[src/rtl/qq_mem_pkg.sv]
// qq_mem_pkg: shared constants for the BRAM-backed QuickQ queue.
// Holds output-buffer depth, RAM read latency and the count-width helper.
package qq_mem_pkg;

    localparam int OB_DEPTH = 2;
    localparam int RD_LAT   = 1;

    // Width needed to hold 0..d inclusive.
    function automatic int cnt_w(input int d);
        return $clog2(d) + 1;
    endfunction

endpackage

[src/rtl/fifo_obuf2.sv]
// fifo_obuf2: 2-entry output buffer that absorbs RAM read latency.
// Ports: clk, rst_n (sync), flush, push/push_data, pop, head, cnt.
module fifo_obuf2
    import qq_mem_pkg::*;
#(
    parameter int W = 8
) (
    input  logic         clk,
    input  logic         rst_n,
    input  logic         flush,
    input  logic         push,
    input  logic [W-1:0] push_data,
    input  logic         pop,
    output logic [W-1:0] head,
    output logic [1:0]   cnt
);

    logic [W-1:0] mem [OB_DEPTH];
    logic         hd;
    logic         tl;

    // Tail slot sits one past head when one entry is held.
    assign tl   = hd ^ cnt[0];
    assign head = mem[hd];

    always_ff @(posedge clk) begin
        if (!rst_n || flush) begin
            hd  <= 1'b0;
            cnt <= 2'd0;
        end else begin
            if (push) begin
                mem[tl] <= push_data;
            end
            if (pop) begin
                hd <= ~hd;
            end
            cnt <= cnt + 2'(push) - 2'(pop);
        end
    end

endmodule

[src/rtl/mem2p_fifo_ctrl.sv]
// mem2p_fifo_ctrl: FIFO controller sequencing an external two-port RAM.
// Ports: clk, rst_n, clr, in_* push side, out_* pop side,
//        ram_* RAM write/read port, count/empty/full status.
module mem2p_fifo_ctrl
    import qq_mem_pkg::*;
#(
    parameter int W = 8,
    parameter int D = 128,
    localparam int DW = $clog2(D)
) (
    input  logic          clk,
    input  logic          rst_n,
    input  logic          clr,
    input  logic          in_valid,
    output logic          in_ready,
    input  logic [W-1:0]  in_data,
    output logic          out_valid,
    input  logic          out_ready,
    output logic [W-1:0]  out_data,
    output logic          ram_we,
    output logic [DW-1:0] ram_waddr,
    output logic [W-1:0]  ram_wdata,
    output logic [DW-1:0] ram_raddr,
    input  logic [W-1:0]  ram_rdata,
    output logic [DW:0]   count,
    output logic          empty,
    output logic          full
);

    localparam int            CW    = cnt_w(D);
    localparam int            OCC_W = $clog2(OB_DEPTH + RD_LAT + 1);
    localparam logic [CW-1:0] CAP   = CW'(D);

    logic [DW-1:0]    wptr;
    logic [DW-1:0]    rptr;
    logic [CW-1:0]    ram_cnt;
    logic             inflight;
    logic [1:0]       ob_cnt;
    logic [OCC_W-1:0] occ;
    logic             flush;
    logic             push_fire;
    logic             pop_fire;
    logic             rd_issue;

    assign flush     = !rst_n || clr;
    assign in_ready  = !flush && (count < CAP);
    assign push_fire = in_valid && in_ready;
    assign out_valid = ob_cnt != 2'd0;
    assign pop_fire  = !flush && out_valid && out_ready;

    // Buffer slots committed after this cycle's pop; a new read is
    // only issued when its return is guaranteed a free slot.
    assign occ = OCC_W'(ob_cnt) + OCC_W'(inflight) - OCC_W'(pop_fire);

    // ram_cnt only counts entries whose write edge has passed, so a
    // read can never hit the address being written this cycle.
    assign rd_issue = !flush && (ram_cnt != '0)
                      && (occ < OCC_W'(OB_DEPTH));

    assign ram_we    = push_fire;
    assign ram_waddr = wptr;
    assign ram_wdata = in_data;
    assign ram_raddr = rptr;

    assign empty = count == '0;
    assign full  = count == CAP;

    always_ff @(posedge clk) begin
        if (!rst_n || clr) begin
            wptr     <= '0;
            rptr     <= '0;
            ram_cnt  <= '0;
            inflight <= 1'b0;
            count    <= '0;
        end else begin
            if (push_fire) begin
                wptr <= wptr + DW'(1);
            end
            if (rd_issue) begin
                rptr <= rptr + DW'(1);
            end
            ram_cnt  <= ram_cnt + CW'(push_fire) - CW'(rd_issue);
            inflight <= rd_issue;
            count    <= count + CW'(push_fire) - CW'(pop_fire);
        end
    end

    // Returning data is dropped while flushing so stale reads vanish.
    fifo_obuf2 #(
        .W (W)
    ) u_obuf (
        .clk       (clk),
        .rst_n     (rst_n),
        .flush     (clr),
        .push      (inflight && !flush),
        .push_data (ram_rdata),
        .pop       (pop_fire),
        .head      (out_data),
        .cnt       (ob_cnt)
    );

endmodule

[config.mk]
export PLATFORM = sky130hd
export DESIGN_NAME = mem2p_fifo_ctrl
export DESIGN_NICKNAME = d
export VERILOG_FILES = /design/src/rtl/qq_mem_pkg.sv /design/src/rtl/fifo_obuf2.sv /design/src/rtl/mem2p_fifo_ctrl.sv
export SDC_FILE = /design/constraint.sdc
export NUM_CORES = 1
export LEC_CHECK = 0
export CORE_MARGIN = 2
export CORE_UTILIZATION = 45
export DETAILED_ROUTE_END_ITERATION = 7
export GPL_TIMING_DRIVEN = 0
export PLACE_DENSITY = 0.84
export SYNTH_ARGS = -nofsm -noshare
export SYNTH_HDL_FRONTEND = slang
export SYNTH_SLANG_ARGS = --single-unit
[constraint.sdc]
create_clock -name clk -period 3.03 [get_ports clk]
set_input_delay 0.4545 -clock clk [delete_from_list [all_inputs] [get_ports clk]]
set_output_delay 0.4545 -clock clk [all_outputs]
set_load 0.02 [all_outputs]
==> results of run 1 <==
## routing by layer
layer,up-vias,wire length (um)
met5,-,0
met4,0,135
met3,12,357
met2,65,2800
met1,1008,2550
li1,1088,-
## worst reg2reg max path: cells and delay by family (launching register included)
kind	cells	cell delay, ns
buffers and inverters	1	0.06
AND/OR/NAND/NOR	6	1.16
adder cells (fa/ha/maj)	2	0.55
flip-flops	1	0.46
AO/OA/AOI/OAI	3	0.49
## cell usage after synthesis, types with 8 or more instances
library cell	instances
a21oi_1	16
nand2_1	12
inv_1	25
mux2_2	8
dfxtp_1	35
nor2_1	22
edfxtp_1	16
and2_1	8
ha_1	25
buf_4	8
or3_1	8
xor2_1	10
## power groups by stage
stage | Sequential, mW | Combinational [mW] | Clock (mW)
after floorplan | 0.806 | 0.547 | 0
after global placement | 0.799 | 0.717 | 0
after detailed placement | 0.800 | 0.744 | 0
after CTS | 0.785 | 0.811 | 0.416
after global routing | 0.791 | 0.906 | 0.450
final | 0.784 | 0.820 | 0.407
## what timing repair did
item                       CTS  global route
hold buffers                 0             0
buffers inserted             2             0
pin swaps                    1             0
gates resized for setup     12             1
setup endpoints to repair    8             1
## area by class of cell
type	instances	area share (%)
clock buffers	5	1.93
repair buffers	57	15.8
inverters	25	2.64
multi-input cells	184	39.6
plain buffers	17	3.51
flip-flops and latches	51	33.2
clock inverters	3	0.668
well taps	75	2.64
## cell families after synthesis
| kind of cell | after synthesis | share of synthesized area (%) |
|---|---|---|
| and+or+nand+nor | 86 | 17.4 |
| DFF | 51 | 42.5 |
| AOI/OAI and AO/OA | 47 | 11.7 |
| buffers and inverters | 42 | 7.20 |
| adders and majority gates | 27 | 12.7 |
| xor gates and xnor gates | 16 | 5.31 |
| muxes | 8 | 3.24 |
## stage by stage
step / instance area, um2 / std cells
3_5_place_dp: 3430 / 407
5_1_grt: 3560 / 417
2_1_floorplan: 2780 / 277
3_3_place_gp: 3430 / 407
6_report: 3560 / 417
4_1_cts: 3560 / 417
## path summary, 6_finish.rpt
path	startpoint	endpoint	slack, ns
worst max register to register	u_obuf.cnt[0]	count[6]	0.21
worst min register to register	ram_raddr[6]	ram_raddr[6]	0.48
worst min-delay path	ram_raddr[6]	ram_raddr[6]	0.48
worst max-delay path	clr	ram_cnt[6]	0.16
## state kept, by name, summed over array words and instances, names as in the netlist, named ones only
signal / cells
u_obuf.hd: 1
ram_raddr: 7
inflight: 1
ram_cnt: 8
count: 8
ram_waddr: 7
u_obuf.mem: 16
u_obuf.cnt: 2
==> results.sh, run 1 <==
export IMPL_status="finished, final reports clean"
export IMPL_area_growth_pct=28.0
export IMPL_final_common_cell="clkdlybuf4s50_1"
export IMPL_grt_util_met1_pct=22.0
export IMPL_io_pins=64
export IMPL_path_class="primary input to register"
export IMPL_cts_root_buf="clkbuf_8"
export IMPL_synth_edf_count=16
export IMPL_synthTopCellsByArea="dfxtp_1 (25%), edfxtp_1 (17%), ha_1 (11%)"
export IMPL_worst_path_max_fanout=4
export IMPL_power_leakage_nw=1.34
export IMPL_p_total_mw=2.01
export IMPL_setup_viol=0
export IMPL_synth_cells=277
export IMPL_htree_levels=2
export IMPL_grt_use_met2_pct=30.8
export IMPL_cp_top_family="adder cells"
export IMPL_crit_required_ns=3.22
export IMPL_syn_nets=325
export IMPL_cts_sinks=51
export IMPL_cts_path_max_buffers=2
export IMPL_tightest_slew_ns=0.665
export IMPL_drive_above_1_share_pct=14.3
export IMPL_seqCellArea_um2=1180
export IMPL_wl_per_cell_um=14.0
export IMPL_yosysSeqAreaShare_pct=42.5
export IMPL_max_freq_mhz=348
export IMPL_grt_total_usage_pct=18.3
export IMPL_final_max_slew_viol_count=0
export IMPL_hold_path_class="register to register"
export IMPL_start_util_pct=46.7
export IMPL_clkTransAtPathRegs_ns=0.10
export IMPL_pre_cts_ws_ns=-0.895
export IMPL_power_share_combinational_pct=40.8
export IMPL_antenna_found_initial=0
export IMPL_r2r_worst_path_cells=12
export IMPL_vias=2173
export IMPL_async_flop_share_pct=0
export IMPL_grtUsageMet3_pct=5.43
export IMPL_power_density_nw_per_um2=565
export IMPL_timing_final_ws_setup_ns=0.159
export IMPL_grt_pass1_vias=2119
export IMPL_fillCellCount=512
export IMPL_max_cap_viol_count=0
export IMPL_critical_path_slowest_cell="fa_1"
export IMPL_path_buf_inv=3
export IMPL_die_h_um=82.6
export IMPL_synth_top_cell_by_area="dfxtp_1"
export IMPL_diodes=0
export IMPL_grt_pass1_wl_um=9440
export IMPL_finish_utilization_pct=59.8
export IMPL_worstPathCellList="dlygate4sd2_1 > nand3b_4 > a31oi_1 > o31ai_4 > buf_6 > nor2_1 > ha_1 > inv_1 > ha_1 > fa_1 > a21oi_1 > o21bai_1 > and2_1 > nand2_1 > o211ai_1"
export IMPL_syn_area_um2=2780
export IMPL_layout_common_cells="clkdlybuf4s50_1 (52), dfxtp_1 (35), inv_1 (25), ha_1 (25), nor2_1 (22)"
export IMPL_portBuffers=55
export IMPL_finalHoldViolations=0
export IMPL_finalSetupTns_ns=0
export IMPL_insertion_delay_ns=0.31
export IMPL_antenna_left=0
export IMPL_overflow=0
export IMPL_wirelength_um=5840
export IMPL_drt_iter0_drc=117
export IMPL_yosys_register_bits=51
export IMPL_drc_errors=0
export IMPL_ir_worst_vdd_v=0.000346
export IMPL_yosys_cell_types_count=49
export IMPL_rsz0062_at_grt="no"
export IMPL_max_slew_margin_rel_pct=55.5
export IMPL_die_w_um=82.6
export IMPL_synth_top_area_share_pct=25.2
export IMPL_netSwitchingFraction_pct=35.7
export IMPL_dieArea_um2=6830
export IMPL_end_kind="register"
export IMPL_first_pass_iters=4
export IMPL_dp_hpwl_um=4260
export IMPL_synth_flop_cell="dfxtp_1"
export IMPL_numCtsBuffers=5
export IMPL_cp_depth=15
export IMPL_power_switching_uw=718
export IMPL_final_nets=389
export IMPL_top_usage_layer="met2"
export IMPL_grt_max_degree=18
export IMPL_rows=28
export IMPL_critPathArrivalTime_ns=3.07
export IMPL_gp_congestion=0.877
export IMPL_multiInputGateArea_um2=1410
export IMPL_power_frac_seq_pct=39.0
export IMPL_p_clk_share_pct=20.2
export IMPL_synth_area_per_cell_um2=10.0
export IMPL_intPower_mw=1.29
export IMPL_finalCritPeriodShare_pct=94.8
export IMPL_cp_slowest_stage_delay_ns=0.43
export IMPL_hold_ws_ns=0.481
export IMPL_crit_top_cell="ha_1"
export IMPL_cts_tree="yes"
export IMPL_yosys_warnings=0
export IMPL_start_kind="primary input"
export IMPL_core_area_um2=5960
export IMPL_fin_skew_ns=0.00477
export IMPL_holdPathStages=2
export IMPL_vias_per_cell=5.21
export IMPL_period_minus_slack_ns=2.87
Note: power is estimated with default switching activity, not from simulation.
==> run 2, diff against run 1 <==
--- a/config.mk
+++ b/config.mk
@@ -6,10 +6,11 @@
 export NUM_CORES = 1
 export LEC_CHECK = 0
 export CORE_MARGIN = 2
-export CORE_UTILIZATION = 45
+export CORE_UTILIZATION = 55
 export DETAILED_ROUTE_END_ITERATION = 7
+export DONT_BUFFER_PORTS = 1
 export GPL_TIMING_DRIVEN = 0
-export PLACE_DENSITY = 0.84
+export PLACE_DENSITY = 0.81
 export SYNTH_ARGS = -nofsm -noshare
 export SYNTH_HDL_FRONTEND = slang
 export SYNTH_SLANG_ARGS = --single-unit
==> run 2 against run 1 <==
Compared with the run above:
- clock skew grew 0.0061 ns
- wire length is 8.6% lower
- flip-flop and latch count did not move
- maximum frequency increased by 3.5%
- non-clock buffer count fell by 53
- first-iteration DRC count is 22% lower
- critical path type is now register to register
- utilization increased by 3.0 points
- via count is 10% lower
- critical path depth fell by 2
- combinational power fell by 5.7%
==> results.sh, run 2 (synthesized netlist as in run 1, its figures left out) <==
export IMPL_layout_common_cells="dfxtp_1 (34), inv_1 (25), ha_1 (24)"
export IMPL_start_util_pct=58.1
export IMPL_finalSetupTns_ns=0
export IMPL_grt_total_usage_pct=19.4
export IMPL_io_pins=64
export IMPL_die_w_um=75.1
export IMPL_dieArea_um2=5640
export IMPL_largest_reg_flops=16
export IMPL_portBuffers=0
export IMPL_vias=1946
export IMPL_finish_utilization_pct=62.8
export IMPL_path_class="register to register"
export IMPL_finalCritPeriodShare_pct=91.5
export IMPL_drive_above_1_share_pct=18.3
export IMPL_wirelength_um=5340
export IMPL_critPathArrivalTime_ns=3.00
export IMPL_final_nets=336
export IMPL_max_flop_register="u_obuf.mem"
export IMPL_dp_hpwl_um=3910
export IMPL_grt_pass1_vias=1860
export IMPL_area_growth_pct=8.05
export IMPL_period_minus_slack_ns=2.77
export IMPL_vias_per_cell=5.47
export IMPL_max_cap_viol_count=0
export IMPL_grt_max_degree=19
export IMPL_worst_path_max_fanout=8
export IMPL_first_pass_iters=4
export IMPL_rows=25
export IMPL_cts_sinks=51
export IMPL_gp_congestion=0.892
export IMPL_diodes=0
export IMPL_cts_path_max_buffers=2
export IMPL_rsz0062_at_grt="no"
export IMPL_reg_top3="u_obuf.mem x16, count x8, ram_cnt x8"
export IMPL_cts_root_buf="clkbuf_8"
export IMPL_end_kind="register"
export IMPL_numCtsBuffers=5
export IMPL_setup_viol=0
export IMPL_power_leakage_nw=1.14
export IMPL_cts_tree="yes"
export IMPL_status="finished, final reports clean"
export IMPL_antenna_found_initial=0
export IMPL_drt_iter0_drc=91
export IMPL_postLayoutCellArea_um2=3010
export IMPL_drc_errors=0
export IMPL_placed_cell_area_um2=2870
export IMPL_clkTransAtPathRegs_ns=0.10
export IMPL_wl_per_cell_um=15.0
export IMPL_p_total_mw=1.98
export IMPL_hold_buffers=0
export IMPL_finalHoldViolations=0
export IMPL_fin_skew_ns=0.0109
export IMPL_final_common_cell="dfxtp_1"
export IMPL_hold_path_class="primary input to register"
export IMPL_max_freq_mhz=361
export IMPL_insertion_delay_ns=0.31
export IMPL_die_h_um=75.1
export IMPL_max_slew_margin_rel_pct=53.7
export IMPL_power_density_nw_per_um2=660
export IMPL_overflow=0
export IMPL_core_area_um2=4790
export IMPL_ir_worst_vdd_v=0.000445
export IMPL_tightest_slew_ns=0.692
export IMPL_htree_levels=2
export IMPL_antenna_left=0
export IMPL_start_kind="register"
export IMPL_final_max_slew_viol_count=0
export IMPL_crit_required_ns=3.25
export IMPL_hold_ws_ns=0.235
export IMPL_grt_pass1_wl_um=8360
## run 2: routing by layer
| layer | up-vias | part of all wire (%) | track usage, % |
|---|---|---|---|
| met5 | - | 0 | 0 |
| met4 | 0 | 1.0 | 5.56 |
| met3 | 7 | 7.8 | 5.76 |
| met2 | 58 | 49 | 32.6 |
| met1 | 899 | 42 | 24.4 |
| li1 | 982 | - | - |
## run 2: worst paths after layout
check,from,endpoint,slack [ns],cells past startpoint
setup reg to reg,inflight,ram_cnt[4],0.26,13
hold reg to reg,u_obuf.hd,u_obuf.hd,0.56,2
setup / recovery,inflight,ram_cnt[4],0.26,13
hold / removal,ram_rdata[4],u_obuf.mem[1][4],0.23,0
## run 2: cell type report
class / instances / area [um2]
Clock buffer: 5 / 68.8
Tap cell: 67 / 83.8
Multi-Input combinational cell: 184 / 1410
Clock inverter: 3 / 27.5
Fill cell: 412 / 1780
Timing Repair Buffer: 4 / 30.0
Inverter: 25 / 93.8
Sequential cell: 51 / 1180
Buffer: 17 / 108
## run 2: power breakdown
part	switching [mW]	total [mW]	internal, mW
Clock	0.240	0.410	0.170
Sequential	0.0472	0.800	0.753
Combinational	0.419	0.773	0.354
Total	0.706	1.98	1.28
## run 2: per-stage QoR
stage               std cells  setup slack, ns
floorplan                 277            0.140
global placement          344           -0.293
detailed placement        344           -0.369
CTS                       353           0.0909
global route              356           0.0271
finish                    356            0.256
## run 2: what timing repair did
action,4_1_cts,5_1_grt
endpoints found under the setup margin,3,4
pin swaps,1,1
setup buffers,1,3
gates resized for setup,2,4
## run 2: critical path, cell delays in order, from the launching register on
cell and delay, ns:
dfxtp_1 0.31, clkbuf_2 0.16, and4_4 0.21, o31ai_4 0.28
buf_6 0.16, nor2_1 0.06, ha_1 0.28, inv_1 0.04
ha_2 0.19, fa_2 0.38, a21oi_1 0.13, o21bai_1 0.10
and2_1 0.21, nor3_1 0.18
